==> src/rtl/gpio_ctrl_pkg.sv <==
// Shared types for the GPIO controller blocks: interrupt moderator FSM states
// and the width of the fire counter.
package gpio_ctrl_pkg;
    typedef enum logic [1:0] {IDLE, ACCUM, FIRE, HOLDOFF} intr_mod_state_t;
    localparam int IRQ_CNT_W = 16;
endpackage

==> src/rtl/gpio_ctrl_popcount.sv <==
// Combinational population count of an N-bit vector; the result is wide
// enough to hold N itself.
module gpio_ctrl_popcount #(
    parameter  int N = 4,
    localparam int W = $clog2(N + 1)
) (
    input  logic [N-1:0] bits,
    output logic [W-1:0] count
);

    always_comb begin
        count = '0;
        for (int i = 0; i < N; i++) begin
            count = count + W'(bits[i]);
        end
    end

endmodule

==> src/rtl/gpio_ctrl_intr_moderator.sv <==
// Interrupt coalescing between the GPIO status CSR and the CPU IRQ: fires on
// an event-count threshold or a timeout, then enforces an IRQ-low hold-off.
module gpio_ctrl_intr_moderator
    import gpio_ctrl_pkg::*;
#(
    parameter int NUM_BANKS = 4,
    parameter int CNT_W     = 8,
    parameter int TMR_W     = 16
) (
    input  logic                 clk,
    input  logic                 rst_n,
    input  logic [NUM_BANKS-1:0] edge_detected,
    input  logic                 intr_pending,
    input  logic                 cfg_enable,
    input  logic [CNT_W-1:0]     cfg_count_thresh,
    input  logic [TMR_W-1:0]     cfg_timeout,
    input  logic [TMR_W-1:0]     cfg_holdoff,
    output logic                 irq,
    output logic [CNT_W-1:0]     coalesced_count,
    output logic [IRQ_CNT_W-1:0] irq_count
);

    localparam int POP_W = $clog2(NUM_BANKS + 1);
    localparam int SUM_W = ((CNT_W > POP_W) ? CNT_W : POP_W) + 1;
    localparam logic [SUM_W-1:0] CNT_MAX = SUM_W'({CNT_W{1'b1}});

    intr_mod_state_t      state_reg, state_next;
    logic [CNT_W-1:0]     count_reg, count_next;
    logic [TMR_W-1:0]     timer_reg, timer_next;
    logic [TMR_W-1:0]     hold_reg, hold_next;
    logic [CNT_W-1:0]     coal_reg, coal_next;
    logic [IRQ_CNT_W-1:0] irq_count_reg, irq_count_next;
    logic                 irq_reg, irq_next;

    logic [POP_W-1:0] pop;
    logic [SUM_W-1:0] sum;
    logic [CNT_W-1:0] count_acc;
    logic [CNT_W-1:0] thresh_eff;
    logic [TMR_W-1:0] hold_load;

    gpio_ctrl_popcount #(.N(NUM_BANKS)) u_popcount (
        .bits  (edge_detected),
        .count (pop)
    );

    // Saturating accumulate; in IDLE count_reg is zero so this is just pop.
    assign sum        = SUM_W'(count_reg) + SUM_W'(pop);
    assign count_acc  = (sum > CNT_MAX) ? {CNT_W{1'b1}} : CNT_W'(sum);
    assign thresh_eff = (cfg_count_thresh == '0) ? CNT_W'(1) : cfg_count_thresh;
    assign hold_load  = (cfg_holdoff == '0) ? '0 : cfg_holdoff - TMR_W'(1);

    always_comb begin
        state_next     = state_reg;
        count_next     = count_reg;
        timer_next     = timer_reg;
        hold_next      = hold_reg;
        coal_next      = coal_reg;
        irq_count_next = irq_count_reg;
        if (!cfg_enable) begin
            state_next = IDLE;
            count_next = '0;
            timer_next = '0;
            hold_next  = '0;
        end else begin
            case (state_reg)
                IDLE: begin
                    if (pop != '0) begin
                        state_next = ACCUM;
                        count_next = count_acc;
                        timer_next = cfg_timeout;
                    end
                end
                ACCUM: begin
                    if ((count_acc >= thresh_eff) || (timer_reg == '0)) begin
                        state_next     = FIRE;
                        coal_next      = count_acc;
                        count_next     = '0;
                        irq_count_next = irq_count_reg + IRQ_CNT_W'(1);
                    end else begin
                        count_next = count_acc;
                        timer_next = timer_reg - TMR_W'(1);
                    end
                end
                FIRE: begin
                    count_next = count_acc;
                    if (!intr_pending) begin
                        state_next = HOLDOFF;
                        hold_next  = hold_load;
                    end
                end
                HOLDOFF: begin
                    count_next = count_acc;
                    if (hold_reg == '0) begin
                        if ((count_acc != '0) || intr_pending) begin
                            state_next = ACCUM;
                            timer_next = cfg_timeout;
                        end else begin
                            state_next = IDLE;
                        end
                    end else begin
                        hold_next = hold_reg - TMR_W'(1);
                    end
                end
                default: state_next = IDLE;
            endcase
        end
        irq_next = (state_next == FIRE);
    end

    always_ff @(posedge clk or negedge rst_n) begin
        if (!rst_n) begin
            state_reg     <= IDLE;
            count_reg     <= '0;
            timer_reg     <= '0;
            hold_reg      <= '0;
            coal_reg      <= '0;
            irq_count_reg <= '0;
            irq_reg       <= 1'b0;
        end else begin
            state_reg     <= state_next;
            count_reg     <= count_next;
            timer_reg     <= timer_next;
            hold_reg      <= hold_next;
            coal_reg      <= coal_next;
            irq_count_reg <= irq_count_next;
            irq_reg       <= irq_next;
        end
    end

    assign irq             = cfg_enable ? irq_reg : intr_pending;
    assign coalesced_count = coal_reg;
    assign irq_count       = irq_count_reg;

endmodule

==> config.mk <==
export PLATFORM = sky130hd
export DESIGN_NAME = gpio_ctrl_intr_moderator
export DESIGN_NICKNAME = d
export VERILOG_FILES = /design/src/rtl/gpio_ctrl_pkg.sv /design/src/rtl/gpio_ctrl_popcount.sv /design/src/rtl/gpio_ctrl_intr_moderator.sv
export SDC_FILE = /design/constraint.sdc
export NUM_CORES = 1
export LEC_CHECK = 0
export ABC_AREA = 1
export CORE_AREA = 3 3 96 116
export DETAILED_ROUTE_END_ITERATION = 10
export DIE_AREA = 0 0 99 119
export HOLD_SLACK_MARGIN = 0.1
export PLACE_DENSITY = 0.78
export SETUP_SLACK_MARGIN = 0.2
export SLEW_MARGIN = 20
export SYNTH_ARGS = -nofsm -noshare
export SYNTH_HDL_FRONTEND = slang
export SYNTH_SLANG_ARGS = --single-unit
export TNS_END_PERCENT = 100
==> constraint.sdc <==
create_clock -name clk -period 3.1 [get_ports clk]
set_clock_uncertainty 0.05 [all_clocks]
set_input_delay 0.465 -clock clk [delete_from_list [all_inputs] [get_ports clk]]
set_output_delay 0.465 -clock clk [all_outputs]
set_load 0.005 [all_outputs]
* Yosys cells after proc, flatten, opt, wreduce, memory -nomap -nowiden
Cells that the tools add are included.
** Operators by class
- Multiplexer cells :: 25
- $lt $le $gt $ge :: 2
- Reduce and logical (&&, ||, !) cells :: 13
- Equal/unequal tests :: 12
- Add/subtract/negate cells :: 8
** Operators by type and width (number)
- $mux W16 :: 9
- $logic_not A16 Y1 :: 3
- $pmux W16 S3 :: 1
- $sub A16 B1 Y16 const B :: 3
- $mux W8 :: 5
- $pmux W16 S2 :: 1
- $pmux W8 S3 :: 1
- $ne A3 B3 Y1 const B :: 6
- $add A16 B1 Y16 const B :: 1
- $mux W2 :: 5
- $add A8 B3 Y9 :: 1
- $gt A9 B8 Y1 const B :: 1
- $ge A8 B8 Y1 :: 1
- $logic_not A8 Y1 :: 1
- $pmux W2 S4 :: 1
- $reduce_bool A8 Y1 :: 1
- $add A3 B1 Y3 :: 2
- $eq A2 B2 Y1 const B :: 3
- $reduce_and A3 Y1 :: 2
- $reduce_and A5 Y1 :: 1
- $ne A4 B1 Y1 const B :: 1
- $ne A3 B1 Y1 const B :: 1
- $reduce_bool A3 Y1 :: 1
- $add A1 B1 Y2 :: 1
- 5 further kinds :: 7
** Storage, ports and cells
- Register bits :: 67
- Output and inout port bits :: 25

* Longest topological paths before layout
- Depth after elaboration :: 13
- Mapped depth :: 24

* Cells and area by module
From an unflattened synthesis, not the netlist that was laid out.
** Unflattened totals
- Cells, all modules :: 722
- Area, all modules :: 5022.3 um^2
** By module, submodules not included
- gpio_ctrl_intr_moderator :: instances 1, cells each 714, sequential area each 1676.6 um^2, area each 4958.5 um^2
- gpio_ctrl_popcount :: instances 1, cells each 8, sequential area each 0.0 um^2, area each 63.8 um^2

* Least setup slack after synthesis
OpenSTA, ideal clock, no wires.
- Kind :: input-to-reg
- Start point :: input edge_detected[0]
- End point :: register timer_reg[9]
- Stages on the path :: 24
- Arrival :: 3687 ps
- Setup slack :: -754 ps
- Data required time :: 2933 ps
- Cell sequence :: ha_1 > inv_1 > fa_1 > inv_1 > ha_1 > inv_1 > fa_1 > inv_1 > nand3_2 > nand2_2 > nand2_2 > inv_1 > nor3_2 > inv_1 > ha_1 > a21oi_1 > nor3_1 > a211oi_1 > nand3_2 > nand2_4 > nand3_4 > buf_6 > nand2_1 > nand2_1
** Between the ends
- Cells in the longest elaborated chain, start to end :: 10
- Elaborated cells on any way between the ends :: 15
** Ends and longest elaborated chain
- start: declaration :: RTL line gpio_ctrl_intr_moderator.sv:12 : input logic [NUM_BANKS-1:0] edge_detected,
- $add A1 B1 Y2 (*) :: RTL line gpio_ctrl_popcount.sv:14 : count = count + W'(bits[i]);
- $add A3 B1 Y3 (*) (2 in series) :: RTL line gpio_ctrl_popcount.sv:14
- $add A8 B3 Y9 (*) :: RTL line gpio_ctrl_intr_moderator.sv:47 : assign sum = SUM_W'(count_reg) + SUM_W'(pop);
- $gt A9 B8 Y1 :: RTL line gpio_ctrl_intr_moderator.sv:48 : assign count_acc = (sum > CNT_MAX) ? {CNT_W{1'b1}} : CNT_W'(sum);
- $mux W8 (*) :: RTL line gpio_ctrl_intr_moderator.sv:48
- net count_acc[5] :: RTL line gpio_ctrl_intr_moderator.sv:37 : logic [CNT_W-1:0] count_acc;
- $ge A8 B8 Y1 / $reduce_bool A8 Y1 (equally long branches) :: RTL line gpio_ctrl_intr_moderator.sv:74, gpio_ctrl_intr_moderator.sv:94
- $logic_or A1 B1 Y1, on equally long branches :: RTL line gpio_ctrl_intr_moderator.sv:74, gpio_ctrl_intr_moderator.sv:94
- $ne A3 B3 Y1 (no line)
- $reduce_and A5 Y1 (no line) (*)
- end signal: assignment :: RTL line gpio_ctrl_intr_moderator.sv:122 : timer_reg <= timer_next;
- end: declaration :: RTL line gpio_ctrl_intr_moderator.sv:29 : logic [TMR_W-1:0] timer_reg, timer_next;
The timed path passes the listed nets; every way through them passes the cells marked *.
A chain may end at the register's enable or synchronous reset.

* Worst setup path in the final report
- Start point :: input edge_detected[0]
- End point :: register irq_count_reg[15], in the netlist irq_count[15]
** Between the ends
- Cells in the longest elaborated chain, start to end :: 9
** Ends and longest elaborated chain
- $add A1 B1 Y2 (*) :: RTL line gpio_ctrl_popcount.sv:14
- $add A3 B1 Y3 (*) (2 in series) :: RTL line gpio_ctrl_popcount.sv:14
- $add A8 B3 Y9 (*) :: RTL line gpio_ctrl_intr_moderator.sv:47
- $gt A9 B8 Y1 :: RTL line gpio_ctrl_intr_moderator.sv:48
- $mux W8 (*) :: RTL line gpio_ctrl_intr_moderator.sv:48
- $ge A8 B8 Y1 (*) :: RTL line gpio_ctrl_intr_moderator.sv:74 : if ((count_acc >= thresh_eff) || (timer_reg == '0)) begin
- $logic_or A1 B1 Y1 (*) :: RTL line gpio_ctrl_intr_moderator.sv:74
- $reduce_and A3 Y1 (no line) (*)
- end signal: assignment :: RTL line gpio_ctrl_intr_moderator.sv:125 : irq_count_reg <= irq_count_next;
- end: declaration :: RTL line gpio_ctrl_intr_moderator.sv:32 : logic [IRQ_CNT_W-1:0] irq_count_reg, irq_count_next;
Mark *: on every way between the ends. The rest lies on a longest branch, timed or not.

==> results.md <==
- Status: finished, violations left
- Violated checks: setup timing
- Met3 Usage GRT: under 10%
- Pint: 2.41 mW
- Measured slew at the worst slew-check pin: 0.992 ns
- CP max stage cell: fa_2
- Adder-cell area share of the yosys netlist: 5.05%
- M1 GR Usage: between 20% and 30%
- Cells after synthesis: approximately 730
- Post-synthesis cell type count: around 40
- Count of input and output buffers: between 70 and 80
- Mux share of post-synthesis cell area: 0%
- Static Leak: approximately 3.4 nW
- Max Cap Viol: 0
- Die width: approximately 99 um
- GRT Util Overall: about a quarter
- Kind of critical path: in -> reg
- Cell count after placement: around 940
- GRT overflow: 0
- Crit end category: register
- Crit path max fanout: 7
- Synth Area in Compound Gates: between 10 and 15%
- Setup-failing EPs final: ~50
- GP Congestion: ~0.88
- Num ports: 73
- Hold Crit Class: reg -> reg
- EDFF count, synth: 0
- Hold Vio Cnt, Final: 0
- Fin worst setup slack: -0.658 ns
- Synth Cell Area: 0.00500 mm2
- Area of the multi-input gates: approximately 0.0033 mm2
- ANT cells: 0
- Register Area: roughly 0.0017 mm2
- Synth Flop Type: dfrtp_1
- Max-slew violations: 0
- Vias: 5433
- Initial antenna violation count: 0
- Ys Warns: 0
- CP dominant cell by count: inv_2
- Clk root buf: clkbuf_16
- Critical Path AT: 3.93 ns
- Met2 global-route usage: 45.2%
- Gr busiest metal: met2
- Core Rows: 40
- Pwr dens: 530 mW/mm2
- Largest area contributor in the netlist: dfrtp_1
- Post-synth ARST share: between 90% and 100%
- Net Count, Synth: slightly below 800
- Hold_ws: 0.428 ns
- Net switching power: around 1.3 mW
- CP peak stage delay: approximately 0.45 ns
- Layout cells sized above 1: approximately 22%
- Post-Layout Cell Count: slightly below 1000
- # H-tree levels: 3
- Core footprint: 0.0101 mm2
- Clk_lat worst skew: 0.34 ns
- Share of the synthesized area in the top cell type: about 34%
- Largest net degree at the start of global routing: 28
- VDD IR max: 0.000301 V
- Pre-antenna DRT Iters: 5
- Die footprint: roughly 0.012 mm2
- Area Growth Syn to Fin: 41.4%
- Filler cells: 753
- Crit share post-route: 121%
- CTS Sinks: 67
- CTS tree: done
- Worst Path Required: between 3 and 4 ns
- RSZ-0062 raised after global routing: yes
- Commonest cells post-synth: 193 x nand2_1, 103 x inv_1, 79 x nor2_1
- Post-layout min period: about 3.8 ns
- Die height: about 120 um
- # DRC: 0
- Mean post-synth cell area: roughly 6.9 um2
- Main combinational cell family by area after synthesis: simple AND/OR/NAND/NOR gates
- ANT nets after route: 0
- Routed len/inst: 16.2 um
- Net Sw Frac: between 30% and 40%
- Starting Density: between 40% and 50%
- Top-count cell post-synth: nand2_1
- Total power: roughly 3.8 mW
- Pre-CTS WS: -1.26 ns
- Synth Area in XOR/XNOR: about 5.4%
- Routed wire length: between 15 and 20 mm
- Clock share of power: ~30%
- Critical path launch point type: input pin
- Sequential area share after synthesis: 33.5%
- Via/cell ratio: 5.58
- Layout Utilization: between 70 and 80%
- CTS max path bufs: 2
- Seq pwr share: approximately a third
- Total CTS buffers: 9
- Starting DRC count in detailed routing: about 390
- Final net count: slightly above 900
- Max Clock Freq: 266 MHz
- Hpwl dp: 9.68 mm
- Headroom to the max-slew limit: around 34%
- Clock transition at path regs: 0.06 ns
- Flop and latch count out of synthesis: between 60 and 70
- Vias in the first global route: 5288
- Area contributors post-synth: dfrtp_1 34%, nand2_1 14%, inv_1 7.7%
- First-pass GRT wire length: ~24 mm
- Comb pwr share: between 30% and 40%
- R2R Setup Slk: -0.07 ns
- Post-Synth Simple-Gate Area: 34.8%
[logic make-up after synthesis]
kind of cell	after synthesis
AOI/OAI and AO/OA	99
and+or+nand+nor	387
adders and majority gates	19
DFF	67
buffers and inverters	124
xor gates and xnor gates	31
[layout by cell type (no fill, tap or decap), types with 20 or more instances in the layout]
master           count
nand2_2             37
dfrtp_1             67
o21ai_0             27
inv_1               91
xor2_1              22
nand3_1             35
nor2_1              77
nand4_1             20
clkdlybuf4s50_1     67
buf_4               33
nand2_1            153
[worst max-delay path, delay by kind of cell]
| kind | cells | cell delay [ns] |
|---|---|---|
| simple gates | 7 | 0.72 |
| compound gates | 5 | 0.55 |
| fa+ha+maj | 5 | 1.46 |
| buf+inv | 8 | 0.72 |
[cell type report]
| cell class | count | area share [%] |
|---|---|---|
| Multi-Input combinational cell | 537 | 46.1 |
| Sequential cell | 67 | 23.7 |
| Inverter | 106 | 5.91 |
| Clock inverter | 5 | 1.10 |
| Tap cell | 126 | 2.23 |
| Clock buffer | 10 | 3.38 |
| Timing Repair Buffer | 122 | 17.5 |
[worst paths after layout]
kind,startpoint,to,depth (start not counted)
setup / recovery,edge_detected[0],irq_count[15]$_DFFE_PN0P_,25
max in group asynchronous,rst_n,hold_reg[3]$_DFFE_PN0P_,3
setup reg to reg,count_reg[0]$_DFFE_PN0P_,irq_count[15]$_DFFE_PN0P_,20
hold reg to reg,timer_reg[15]$_DFFE_PN0P_,timer_reg[15]$_DFFE_PN0P_,2
hold / removal,timer_reg[15]$_DFFE_PN0P_,timer_reg[15]$_DFFE_PN0P_,2
min in group asynchronous,rst_n,irq_count[0]$_DFFE_PN0P_,2
[power groups by stage]
| stage | logic [mW] | clock network (mW) | registers, mW |
|---|---|---|---|
| global placement | 1.13 | 0 | 1.18 |
| global route | 1.56 | 1.16 | 1.23 |
| finish | 1.43 | 1.12 | 1.21 |
| CTS | 1.28 | 1.11 | 1.17 |
| detailed placement | 1.17 | 0 | 1.18 |
| floorplan | 0.663 | 0 | 1.15 |
[metal layers]
metal,routed length (um),share of wire [%],up-vias
met1,5950,38,2546
met2,8350,53,230
met3,824,5.2,60
met4,660,4.2,0
met5,0,0,-
li1,-,-,2597
[stage by stage]
stage	area, um2	TNS [ns]
after floorplan	5080	-26.55
after global placement	6070	-55.44
after detailed placement	6070	-59.69
after CTS	6770	-21.24
after global routing	7070	-38.79
final	7070	-28.89
[what timing repair did]
action | in CTS | in global routing
buffers inserted | 8 | 8
gates cloned | 4 | 0
endpoints found under the setup margin | 51 | 51
hold endpoints to repair | 23 | 0
gates resized for setup | 68 | 75
hold buffers | 1 | 0
pin swaps | 26 | 11
No activity file was read; power rests on OpenSTA's default activity.
